$ cat config.mk
export PLATFORM = sky130hd
export DESIGN_NAME = spi_rd_word_feeder
export DESIGN_NICKNAME = d
export VERILOG_FILES = /design/src/rtl/spi_feed_pkg.sv /design/src/rtl/spi_feed_fifo_mem.sv /design/src/rtl/spi_rd_word_feeder.sv
export SDC_FILE = /design/constraint.sdc
export NUM_CORES = 1
export LEC_CHECK = 0
export CAP_MARGIN = 20
export CORE_MARGIN = 2
export CORE_UTILIZATION = 55
export CTS_CLUSTER_SIZE = 8
export DETAILED_ROUTE_END_ITERATION = 12
export GPL_TIMING_DRIVEN = 1
export MAX_ROUTING_LAYER = met4
export PLACE_DENSITY_LB_ADDON = 0.25
export SLEW_MARGIN = 20
export SYNTH_ARGS = -nofsm -noshare
export SYNTH_HDL_FRONTEND = slang
export SYNTH_SLANG_ARGS = --single-unit
export TNS_END_PERCENT = 5
$ cat constraint.sdc
create_clock -name clk -period 3.4 [get_ports clk]
set_input_delay 0.68 -clock clk [delete_from_list [all_inputs] [get_ports clk]]
set_output_delay 0.68 -clock clk [all_outputs]
set_load 0.03 [all_outputs]
$ cat src/rtl/spi_feed_pkg.sv
// Shared types and helpers for the SPI read-slave word feeder.
package spi_feed_pkg;

  typedef enum logic [2:0] {
    ST_EMPTY  = 3'd0,
    ST_LOAD   = 3'd1,
    ST_READY  = 3'd2,
    ST_XFER   = 3'd3,
    ST_XFER_E = 3'd4,
    ST_POP    = 3'd5
  } state_e;

  // Fill bit of the marker word presented when nothing is buffered.
  localparam logic DEF_EMPTY_FILL = 1'b1;

  function automatic int unsigned ptr_width(input int unsigned depth);
    return $clog2(depth);
  endfunction

endpackage

$ cat src/rtl/spi_feed_fifo_mem.sv
// FIFO storage: synchronous write port, asynchronous read port.
module spi_feed_fifo_mem
  import spi_feed_pkg::*;
#(
  parameter int unsigned Nbit  = 8,
  parameter int unsigned DEPTH = 8
) (
  input  logic                          clk_i,
  input  logic                          we_i,
  input  logic [ptr_width(DEPTH)-1:0]   waddr_i,
  input  logic [Nbit-1:0]               wdata_i,
  input  logic [ptr_width(DEPTH)-1:0]   raddr_i,
  output logic [Nbit-1:0]               rdata_o
);

  logic [Nbit-1:0] mem_q [DEPTH];

  always_ff @(posedge clk_i) begin
    if (we_i) begin
      mem_q[waddr_i] <= wdata_i;
    end
  end

  assign rdata_o = mem_q[raddr_i];

endmodule

$ cat src/rtl/spi_rd_word_feeder.sv
// Buffers capture-side words and presents the head word to the SPI read slave,
// holding wtreq while dout is being updated and popping on each transfer end.
module spi_rd_word_feeder
  import spi_feed_pkg::*;
#(
  parameter int unsigned     Nbit       = 8,
  parameter int unsigned     DEPTH      = 8,
  parameter logic [Nbit-1:0] EMPTY_CODE = {Nbit{DEF_EMPTY_FILL}}
) (
  input  logic                        clk,
  input  logic                        rst,
  input  logic [Nbit-1:0]             wr_data,
  input  logic                        wr_en,
  output logic                        full,
  output logic                        empty,
  output logic [ptr_width(DEPTH):0]   level,
  output logic                        ovf,
  input  logic                        ovf_clr,
  output logic [Nbit-1:0]             dout,
  output logic                        wtreq,
  input  logic                        clr
);

  localparam int unsigned PW = ptr_width(DEPTH);
  localparam int unsigned LW = PW + 1;

  state_e          state_q, state_d;
  logic            clr_dly_q;
  logic [PW-1:0]   wr_ptr_q, wr_ptr_d;
  logic [PW-1:0]   rd_ptr_q, rd_ptr_d;
  logic [LW-1:0]   level_q, level_d;
  logic            full_q, full_d;
  logic            empty_q, empty_d;
  logic            ovf_q, ovf_d;
  logic [Nbit-1:0] dout_q, dout_d;
  logic            wtreq_q, wtreq_d;
  logic [Nbit-1:0] rd_data;
  logic            wr_acc, pop, clr_rise, clr_fall;

  assign wr_acc   = wr_en & ~full_q;
  assign pop      = (state_q == ST_POP);
  assign clr_rise = clr & ~clr_dly_q;
  assign clr_fall = ~clr & clr_dly_q;

  spi_feed_fifo_mem #(
    .Nbit  (Nbit),
    .DEPTH (DEPTH)
  ) u_mem (
    .clk_i   (clk),
    .we_i    (wr_acc),
    .waddr_i (wr_ptr_q),
    .wdata_i (wr_data),
    .raddr_i (rd_ptr_q),
    .rdata_o (rd_data)
  );

  // Pointer, occupancy and overflow bookkeeping.
  always_comb begin
    wr_ptr_d = wr_ptr_q;
    rd_ptr_d = rd_ptr_q;
    level_d  = level_q;
    if (wr_acc) begin
      wr_ptr_d = wr_ptr_q + PW'(1);
    end
    if (pop) begin
      rd_ptr_d = rd_ptr_q + PW'(1);
    end
    case ({wr_acc, pop})
      2'b10:   level_d = level_q + LW'(1);
      2'b01:   level_d = level_q - LW'(1);
      default: level_d = level_q;
    endcase
    full_d  = (level_d == LW'(DEPTH));
    empty_d = (level_d == '0);
    ovf_d   = (wr_en & full_q) | (ovf_q & ~ovf_clr);
  end

  // Next state; decisions use post-update occupancy so a fresh word loads at once.
  always_comb begin
    state_d = state_q;
    dout_d  = dout_q;
    unique case (state_q)
      ST_EMPTY: begin
        if (clr_rise) begin
          state_d = ST_XFER_E;
        end else if ((level_d != '0) && !clr) begin
          state_d = ST_LOAD;
        end
      end
      ST_LOAD: begin
        dout_d  = rd_data;
        state_d = clr_rise ? ST_XFER : ST_READY;
      end
      ST_READY: begin
        if (clr_rise) begin
          state_d = ST_XFER;
        end
      end
      ST_XFER: begin
        if (clr_fall) begin
          state_d = ST_POP;
        end
      end
      ST_XFER_E: begin
        if (clr_fall) begin
          state_d = ST_EMPTY;
        end
      end
      ST_POP: begin
        state_d = (level_d != '0) ? ST_LOAD : ST_EMPTY;
      end
      default: state_d = ST_EMPTY;
    endcase
    if ((state_d == ST_EMPTY) || (state_d == ST_XFER_E)) begin
      dout_d = EMPTY_CODE;
    end
    wtreq_d = (state_d == ST_LOAD) || (state_d == ST_POP);
  end

  always_ff @(posedge clk) begin
    if (!rst) begin
      state_q   <= ST_EMPTY;
      clr_dly_q <= 1'b0;
      wr_ptr_q  <= '0;
      rd_ptr_q  <= '0;
      level_q   <= '0;
      full_q    <= 1'b0;
      empty_q   <= 1'b1;
      ovf_q     <= 1'b0;
      dout_q    <= EMPTY_CODE;
      wtreq_q   <= 1'b0;
    end else begin
      state_q   <= state_d;
      clr_dly_q <= clr;
      wr_ptr_q  <= wr_ptr_d;
      rd_ptr_q  <= rd_ptr_d;
      level_q   <= level_d;
      full_q    <= full_d;
      empty_q   <= empty_d;
      ovf_q     <= ovf_d;
      dout_q    <= dout_d;
      wtreq_q   <= wtreq_d;
    end
  end

  assign full  = full_q;
  assign empty = empty_q;
  assign level = level_q;
  assign ovf   = ovf_q;
  assign dout  = dout_q;
  assign wtreq = wtreq_q;

endmodule

# Yosys cells after proc, flatten, opt, wreduce, memory -nomap -nowiden

Memory sizes are Yosys's and may differ from the RTL's. A register that Yosys moved wholly into a read port is not among the register bits.
Cells that the tools add are included.

Word-level logic and storage cells: 56
Memories kept: 1
Memory bits (writable): 64
Register bits: 18
Bits of input ports: 13

Memories:

| memory      | words | bits a word | rd ports | clocked after memory_dff | wr ports | RTL line                | RTL |
|---|---|---|---|---|---|---|---|
| u_mem.mem_q | 8     | 8           | 1        | 1                        | 1        | spi_feed_fifo_mem.sv:16 | `logic [Nbit-1:0] mem_q [DEPTH];` |

Bitwise gates (word level): 11
Equal/unequal tests: 11
Add/subtract/negate cells: 4
Reduce and logical (&&, ||, !) cells: 9
Multiplexer cells: 11

Operators with widths:

| kind                                                               | number |
|---|---|
| 3-bit one-hot mux with 6 select lines                              | 1 |
| 3-bit two-way mux                                                  | 5 |
| 3-bit == test, second input constant                               | 4 |
| 4-bit one-hot mux with 2 select lines                              | 1 |
| 3-bit by 1-bit adder with 3-bit output, second input constant      | 2 |
| 3-bit by 1-bit == test with 1-bit output, second input constant    | 2 |
| 3-bit by 2-bit == test with 1-bit output, second input constant    | 2 |
| 3-bit logical NOT                                                  | 2 |
| 1-bit bitwise AND                                                  | 5 |
| 1-bit inverter                                                     | 5 |
| 4-bit by 1-bit adder with 4-bit output, second input constant      | 1 |
| 4-bit == test, second input constant                               | 1 |
| 4-bit logical NOT                                                  | 1 |
| 1-bit two-way mux                                                  | 4 |
| 4-bit nonzero test                                                 | 1 |
| 4-bit by 1-bit subtractor with 4-bit output, second input constant | 1 |
| 2-bit by 1-bit == test with 1-bit output, second input constant    | 1 |
| 2-bit == test, second input constant                               | 1 |
| 1-bit logical OR                                                   | 2 |
| 2-bit OR reduction                                                 | 1 |
| 1-bit logical AND                                                  | 1 |
| 1-bit logical NOT                                                  | 1 |
| 1-bit bitwise OR                                                   | 1 |

# Depth between registers and ports, before layout

Gate-level depths: netlist of run 1.

Word-level depth: 12
Depth in mapped cells: 11

# Modules after synthesis

From an unflattened synthesis of run 1, not the netlist that was laid out.

Cell total of the unflattened synthesis: 236
Area total of the unflattened synthesis: 3756.1 µm²

By module, submodules not included:

| module             | sequential area each (µm²) | area each (µm²) | times used | cells each |
|---|---|---|---|---|
| spi_feed_fifo_mem  | 1921.8                     | 2531.2          | 1          | 106 |
| spi_rd_word_feeder | 520.5                      | 1224.9          | 1          | 130 |

# Worst setup path after synthesis of run 1

No wires, ideal clock.

Path kind: input to register
Start point: in wr_en
End point: reg dout_q[2], in the netlist dout[2], read port of u_mem.mem_q
Cell stages on the path: 10
Buffers on the path: 0
Slack: 0.621 ns
Data arrival time: 2.656 ns
Setup time: 0.123 ns
Required time: 3.277 ns
Path through: nor2b_1 > inv_1 > ha_1 > xor2_1 > ha_1 > a21oi_2 > mux2_4 > mux2i_4 > a41oi_4 > nand2_1

Longest elaborated chain between the ends: 11
Elaborated cells between the ends (all ways): 14

Ends and longest elaborated chain:

| what                                                                             | RTL line                                            | RTL |
|---|---|---|
| from (decl)                                                                      | spi_rd_word_feeder.sv:13                            | `input logic wr_en,` |
| 1-bit bitwise AND (*)                                                            | spi_rd_word_feeder.sv:40                            | `assign wr_acc = wr_en & ~full_q;` |
| 2-bit by 1-bit == test with 1-bit output / 2-bit == test (equally long branches) | spi_rd_word_feeder.sv:68                            | `case ({wr_acc, pop})` |
| 4-bit one-hot mux with 2 select lines (*)                                        | spi_rd_word_feeder.sv:68                            |  |
| 4-bit nonzero test (*)                                                           | spi_rd_word_feeder.sv:86, spi_rd_word_feeder.sv:110 |  |
| 1-bit logical AND                                                                | spi_rd_word_feeder.sv:86                            | `end else if ((level_d != '0) && !clr) begin` |
| 3-bit two-way mux                                                                | spi_rd_word_feeder.sv:86                            |  |
| 3-bit two-way mux                                                                | spi_rd_word_feeder.sv:84                            | `if (clr_rise) begin` |
| 3-bit one-hot mux with 6 select lines (*)                                        | spi_rd_word_feeder.sv:82                            | `unique case (state_q)` |
| 3-bit == test / 3-bit logical NOT (equally long branches)                        | spi_rd_word_feeder.sv:114                           | `if ((state_d == ST_EMPTY) \|\| (state_d == ST_XFER_E)) begin` |
| 1-bit logical OR (*)                                                             | spi_rd_word_feeder.sv:114                           |  |
| 2-bit OR reduction (no source line) (*)                                          | -                                                   |  |
| to (decl)                                                                        | spi_rd_word_feeder.sv:35                            | `logic [Nbit-1:0] dout_q, dout_d;` |

Every way passes the cells marked *; elsewhere a longest branch is shown, timed or not.
A chain may end at the register's enable or synchronous reset.

# Worst setup path in the final report of run 1

Start point: in wr_en
End point: reg dout_q[3], in the netlist dout[3], read port of u_mem.mem_q

Same word-level chain as after synthesis.

==> impl_results.md, run 1 <==
* Reg2reg start: state_q[0]
* RSZ-0062 raised after global routing: no
* Via Count at 2087
* Worst hold margin at 0.471 ns
* Post-CTS setup buffer count at 0
* Worst hold path depth at 2
* Post-route ant nets at 0
* IO Pins at 29
* Mapped Avg Cell Area at 15.0 sq um
* Post-route DRC at 0
* Hpwl dp at 4150 um
* Vias in the first global route at 2037
* Final worst path period need at 3.04 ns
* Crit-path leading delay family: buffers and inverters
* Critical path depth in cells at 11
* Synthesized instance count at 244
* Worst Reg-to-Reg Cells at 11
* CP Cell Sequence: clkdlybuf4s50_1 -> nor2b_1 -> inv_1 -> ha_1 -> xor2_1 -> ha_1 -> a21oi_2 -> mux2_4 -> mux2i_4 -> a41oi_4 -> nand2_1
* Crit end category: flip-flop
* Skew-Pair Late Insertion Delay at 0.35 ns
* Max Buffers Root-to-Sink at 2
* Starting Density at 0.574
* # hold bufs at CTS at 0
* CORE AREA at 6390 sq um
* Area of the mapped netlist at 3660 sq um
* GRT Util Overall at 0.195
* Die area at 7330 sq um
* Site Rows at 29
* Initial antenna violation count at 0
* Setup Skew at 0.0119 ns
* Fmax at 329 MHz
* Post-cts resize count at 0
* Startpoint types: primary input
* Wire per inst at 17.3 um
* DRC marker count from the first detailed-route iteration at 93
* Core Util, Final at 0.669
* Setup CP Type: primary input to flip-flop
* CTS Root Cell: clkbuf_8
* Chip width at 85.6 um
* Commonest cells after routing, fill and taps aside: edfxtp_1 (64), nand2_1 (28), clkdlybuf4s50_1 (28)
* Clk slew on worst S/H paths at 0.09 ns
* Via density at 5.69
* Synth Warn # at 0
* Cell type with the largest total area after synthesis: edfxtp_1
* H-Tree Depth at 3
* Routed Wire Length at 6360 um
* CTS buffer count at 9
* First-pass GRT wire length at 10300 um
* Largest net degree at the start of global routing at 19
* Total gr overflow at 0
* Netlist cell types at 38
* Final Cycle Share at 0.893
* CTS tree: yes
* Top-area cell type share of the netlist area at 0.524
* Setup TNS at 0 ns
* Pins Over Slew Limit at 0
* Overall power at 0.00224 W
* Largest cells by area after synthesis: edfxtp_1 (52%), dfxtp_1 (14%), mux4_2 (9.8%), nand2_1 (2.9%), mux2i_1 (2.5%)
* CP dominant cell by count: ha_1
* CP arrival at 3.26 ns
* Worst hold path class: flip-flop to flip-flop
* Die H at 85.6 um
* RePlAce Congestion at 0.772
* DRT Pass-1 Iters at 4
* CP Buf/Inv Count at 2
* Antenna diodes at 0
* Layout cells sized above 1 at 0.176
* Run status: finished clean
* Final Net Count at 303
* Yosys reg bits at 90
* Commonest non-fill, non-tap cell in the layout: edfxtp_1
* CP max stage cell: clkdlybuf4s50_1
* Power per cell area at 525 nW/um^2
* Hold wc startpoint: ovf
* Non-Filler Instances at 367
* Placed insts at 351
* Synth-to-layout area growth at 16.6%
* Crit path launch: wr_en
* Syn nets at 262
* CTS sink cnt at 90
* Slowest stage delay, CP at 0.48 ns
* LEAKAGE at 1.43 nW
* Worst slew pin tran at 0.854 ns
* Total of max-cap violations at 0
* Max VDD drop at 0.000328 V
* Slew headroom at 0.430
* CP Data Required Time at 3.63 ns
* Register area share after synthesis at 0.666
* Final Hold Fails at 0
* Final setup violating endpoints at 0
* CP max FO at 8
* Port bufs at 28
-- worst register-to-register path, delay by kind of cell, from the launching register on --
family | cells | cell delay, ns
muxes | 2 | 0.54
and+or+nand+nor | 3 | 0.53
AOI/OAI and AO/OA | 2 | 0.49
adders and majority gates | 2 | 0.47
DFF | 1 | 0.42
buffers and inverters | 1 | 0.14
xor gates and xnor gates | 1 | 0.10
-- routing by layer --
| metal | vias up | GRT usage | wire [um] |
|---|---|---|---|
| met2 | 68 | 0.302 | 3060 |
| li1 | 993 | - | - |
| met5 | - | - | 0 |
| met3 | 10 | 0.0414 | 332 |
| met4 | 0 | 0.0794 | 93 |
| met1 | 1016 | 0.253 | 2870 |
-- report_power, final --
part	internal, W	switching, W
logic	0.000122	0.000149
clock network	0.000364	0.000366
registers	0.00121	0.0000305
-- layout make-up --
cell class / instances / area [sq um]
clock buffers: 11 / 141
flip-flops and latches: 90 / 2440
inverters: 4 / 15.0
clock inverters: 5 / 60.1
fillers: 442 / 2110
well taps: 77 / 96.3
repair buffers: 39 / 363
multi-input cells: 141 / 1150
-- per-stage QoR --
stage / worst slack (ns) / area [sq um]
floorplan: 0.621 / 3660
CTS: 0.350 / 4270
global route: 0.209 / 4270
global placement: 0.107 / 4070
finish: 0.364 / 4270
detailed placement: 0.00185 / 4070
-- path summary, 6_finish.rpt --
check             slack (ns)  endpoint
setup / recovery        0.36   dout[3]
hold / removal          0.47       ovf
setup reg to reg        0.59   dout[3]
hold reg to reg         0.47       ovf
-- synth_stat cells --
master and n:
a21oi_2 1, nor2b_1 5, nand2_1 28, o22ai_1 1, mux4_2 16, and2_1 2, buf_2 3, inv_1 4
clkbuf_1 4, nand3_2 1, a21o_1 1, xor2_1 5, o21ai_0 4, xnor2_1 1, nor3b_1 5, dfxtp_1 26
nor2_1 18, nand2b_1 5, mux2i_4 1, edfxtp_1 64, and2b_1 1, o21bai_1 1, a31o_2 1, or2_2 1
nand3_1 2, a32oi_1 1, nor3_1 3, o22ai_2 1, o21ai_1 9, ha_1 5, a41oi_4 1, nand4b_1 1
and3_2 1, and3b_1 1, mux2i_1 9, buf_6 2, mux2_4 1, a21oi_1 8
-- cell families (layout without fill, tap and decap cells) --
group / count (synthesis) / after routing / share of synthesized area
simple gates: 74 / 74 / 0.0980
xor+xnor: 6 / 6 / 0.0143
flops: 90 / 90 / 0.666
mux: 27 / 27 / 0.133
buf+inv: 13 / 59 / 0.0184
fa+ha+maj: 5 / 5 / 0.0171
compound gates: 29 / 29 / 0.0526
-- sequential cells by signal, indices dropped and copies added (netlist names) --
signal       flops
empty            1
rd_ptr_q         3
state_q          3
ovf              1
wr_ptr_q         3
dout             8
level            4
full             1
clr_dly_q        1
u_mem.mem_q     64
wtreq            1
No activity file was read; power rests on OpenSTA's default activity.
==> run 2: changes to the inputs <==
--- a/config.mk
+++ b/config.mk
@@ -6,12 +6,13 @@
 export NUM_CORES = 1
 export LEC_CHECK = 0
 export CAP_MARGIN = 20
+export CELL_PAD_IN_SITES_DETAIL_PLACEMENT = 2
+export CELL_PAD_IN_SITES_GLOBAL_PLACEMENT = 2
 export CORE_MARGIN = 2
-export CORE_UTILIZATION = 55
-export CTS_CLUSTER_SIZE = 8
+export CORE_UTILIZATION = 42
+export CTS_CLUSTER_SIZE = 14
 export DETAILED_ROUTE_END_ITERATION = 12
 export GPL_TIMING_DRIVEN = 1
-export MAX_ROUTING_LAYER = met4
 export PLACE_DENSITY_LB_ADDON = 0.25
 export SLEW_MARGIN = 20
 export SYNTH_ARGS = -nofsm -noshare
==> run 2 against run 1 <==
Final cell count increased by 8.4%; via count increased by 2.2%; clock power increased by 0.8%; global-route usage decreased by 1.3 points; register-to-register slack about the same; non-clock buffer count unchanged; critical path type unchanged; largest power group unchanged.
==> impl_results.md, run 2 (same netlist as run 1, synthesis figures left out) <==
* Run status: finished clean
* Final Cycle Share at 0.883
* Largest register FFs at 64
* Worst slew pin tran at 0.968 ns
* Die area at 9490 sq um
* Routed Wire Length at 8000 um
* Slack of the critical path at 0.398 ns
* Setup Skew at 0.00957 ns
* Chip width at 97.4 um
* CP Data Required Time at 3.63 ns
* Max Buffers Root-to-Sink at 2
* Post-CTS setup buffer count at 0
* Synth-to-layout area growth at 17.6%
* Via Count at 2132
* Via density at 5.36
* Final setup violating endpoints at 0
* Final worst path period need at 3.00 ns
* Post-cts resize count at 0
* Wire per inst at 20.1 um
* DRT Pass-1 Iters at 4
* Setup TNS at 0 ns
* DRC marker count from the first detailed-route iteration at 102
* CORE AREA at 8590 sq um
* CTS sink cnt at 90
* Max VDD drop at 0.000298 V
* Skew-Pair Late Insertion Delay at 0.35 ns
* Die H at 97.4 um
* Pins Over Slew Limit at 0
* Port bufs at 28
* Layout cells sized above 1 at 0.176
* CP arrival at 3.23 ns
* Commonest non-fill, non-tap cell in the layout: edfxtp_1
* GRT Util Overall at 0.182
* Setup CP Type: primary input to flip-flop
* Commonest cells after routing, fill and taps aside: edfxtp_1 (64), nand2_1 (28), clkdlybuf4s50_1 (28)
* Fillers at 805
* H-Tree Depth at 3
* CTS Root Cell: clkbuf_8
* Worst hold path class: flip-flop to flip-flop
* CP max FO at 8
* Crit end category: flip-flop
* Final Hold Fails at 0
* CTS tree: yes
* Antenna diodes at 0
* LEAKAGE at 1.44 nW
* Hpwl dp at 5750 um
* Slew headroom at 0.354
* Power per cell area at 525 nW/um^2
* Fmax at 333 MHz
* Total of max-cap violations at 0
* Largest net degree at the start of global routing at 19
* Total gr overflow at 0
* # hold bufs at CTS at 0
* Reg with most FFs: u_mem.mem_q
* Vias in the first global route at 2330
* Pre-CTS WS at 0.0271 ns
* CTS buffer count at 9
* RSZ-0062 raised after global routing: no
* Final Net Count at 303
* Initial antenna violation count at 0
* Post-route ant nets at 0
* IO Pins at 29
* Site Rows at 34
* First-pass GRT wire length at 13000 um
* Starting Density at 0.426
* RePlAce Congestion at 0.739
* Startpoint types: primary input
* Clk slew on worst S/H paths at 0.09 ns
* Post-route DRC at 0
[run 2: changes by cell type in the layout (fill, tap and decap cells not counted), sizes merged]
cell and change:
inv +1, clkinvlp -1, clkinv +1, clkbuf -1
[run 2: stage by stage]
stage	utilization	total power [W]	instance area, sq um	hold slack, ns	std cells
final	0.502	0.00227	4310	0.496	398
after global routing	0.502	0.00236	4310	0.523	398
after CTS	0.502	0.00229	4310	0.500	398
after detailed placement	0.478	0.00156	4110	0.478	382
after global placement	0.478	0.00155	4110	0.455	382
after floorplan	-	0.00145	3660	0.462	244
[run 2: metal layers]
metal,up-vias,track usage,wire (um)
met5,-,0,0
met4,0,0.0694,124
met3,11,0.0245,188
met2,37,0.307,4080
met1,1089,0.241,3600
li1,995,-,-
[run 2: area by class of cell]
| cell class | count | area, sq um | area share |
|---|---|---|---|
| repair buffers | 39 | 363 | 0.0842 |
| clock inverters | 6 | 72.6 | 0.0168 |
| clock buffers | 10 | 128 | 0.0296 |
| inverters | 4 | 15.0 | 0.00348 |
| flip-flops and latches | 90 | 2440 | 0.567 |
| well taps | 108 | 135 | 0.0313 |
| multi-input cells | 141 | 1150 | 0.268 |
[run 2: worst max-delay path, cell delays in order]
cell,delay [ns]
clkdlybuf4s50_1,0.47
nor2b_1,0.22
inv_1,0.13
ha_1,0.24
xor2_1,0.15
ha_1,0.20
a21oi_2,0.12
mux2_4,0.34
mux2i_4,0.21
a41oi_4,0.39
nand2_1,0.09
[run 2: report_power, final]
part           switching, W  total, W  internal [W]
Clock              0.000387  0.000736      0.000349
Sequential        0.0000348   0.00125       0.00121
Combinational      0.000161  0.000283      0.000122
[run 2: path summary, 6_finish.rpt]
kind / startpoint / to / slack (ns) / depth (start not counted)
worst min-delay path: dout[7] / dout[7] / 0.50 / 2
worst max-delay path: wr_en / dout[6] / 0.40 / 11
worst min register to register: dout[7] / dout[7] / 0.50 / 2
worst max register to register: state_q[0] / dout[6] / 0.60 / 11
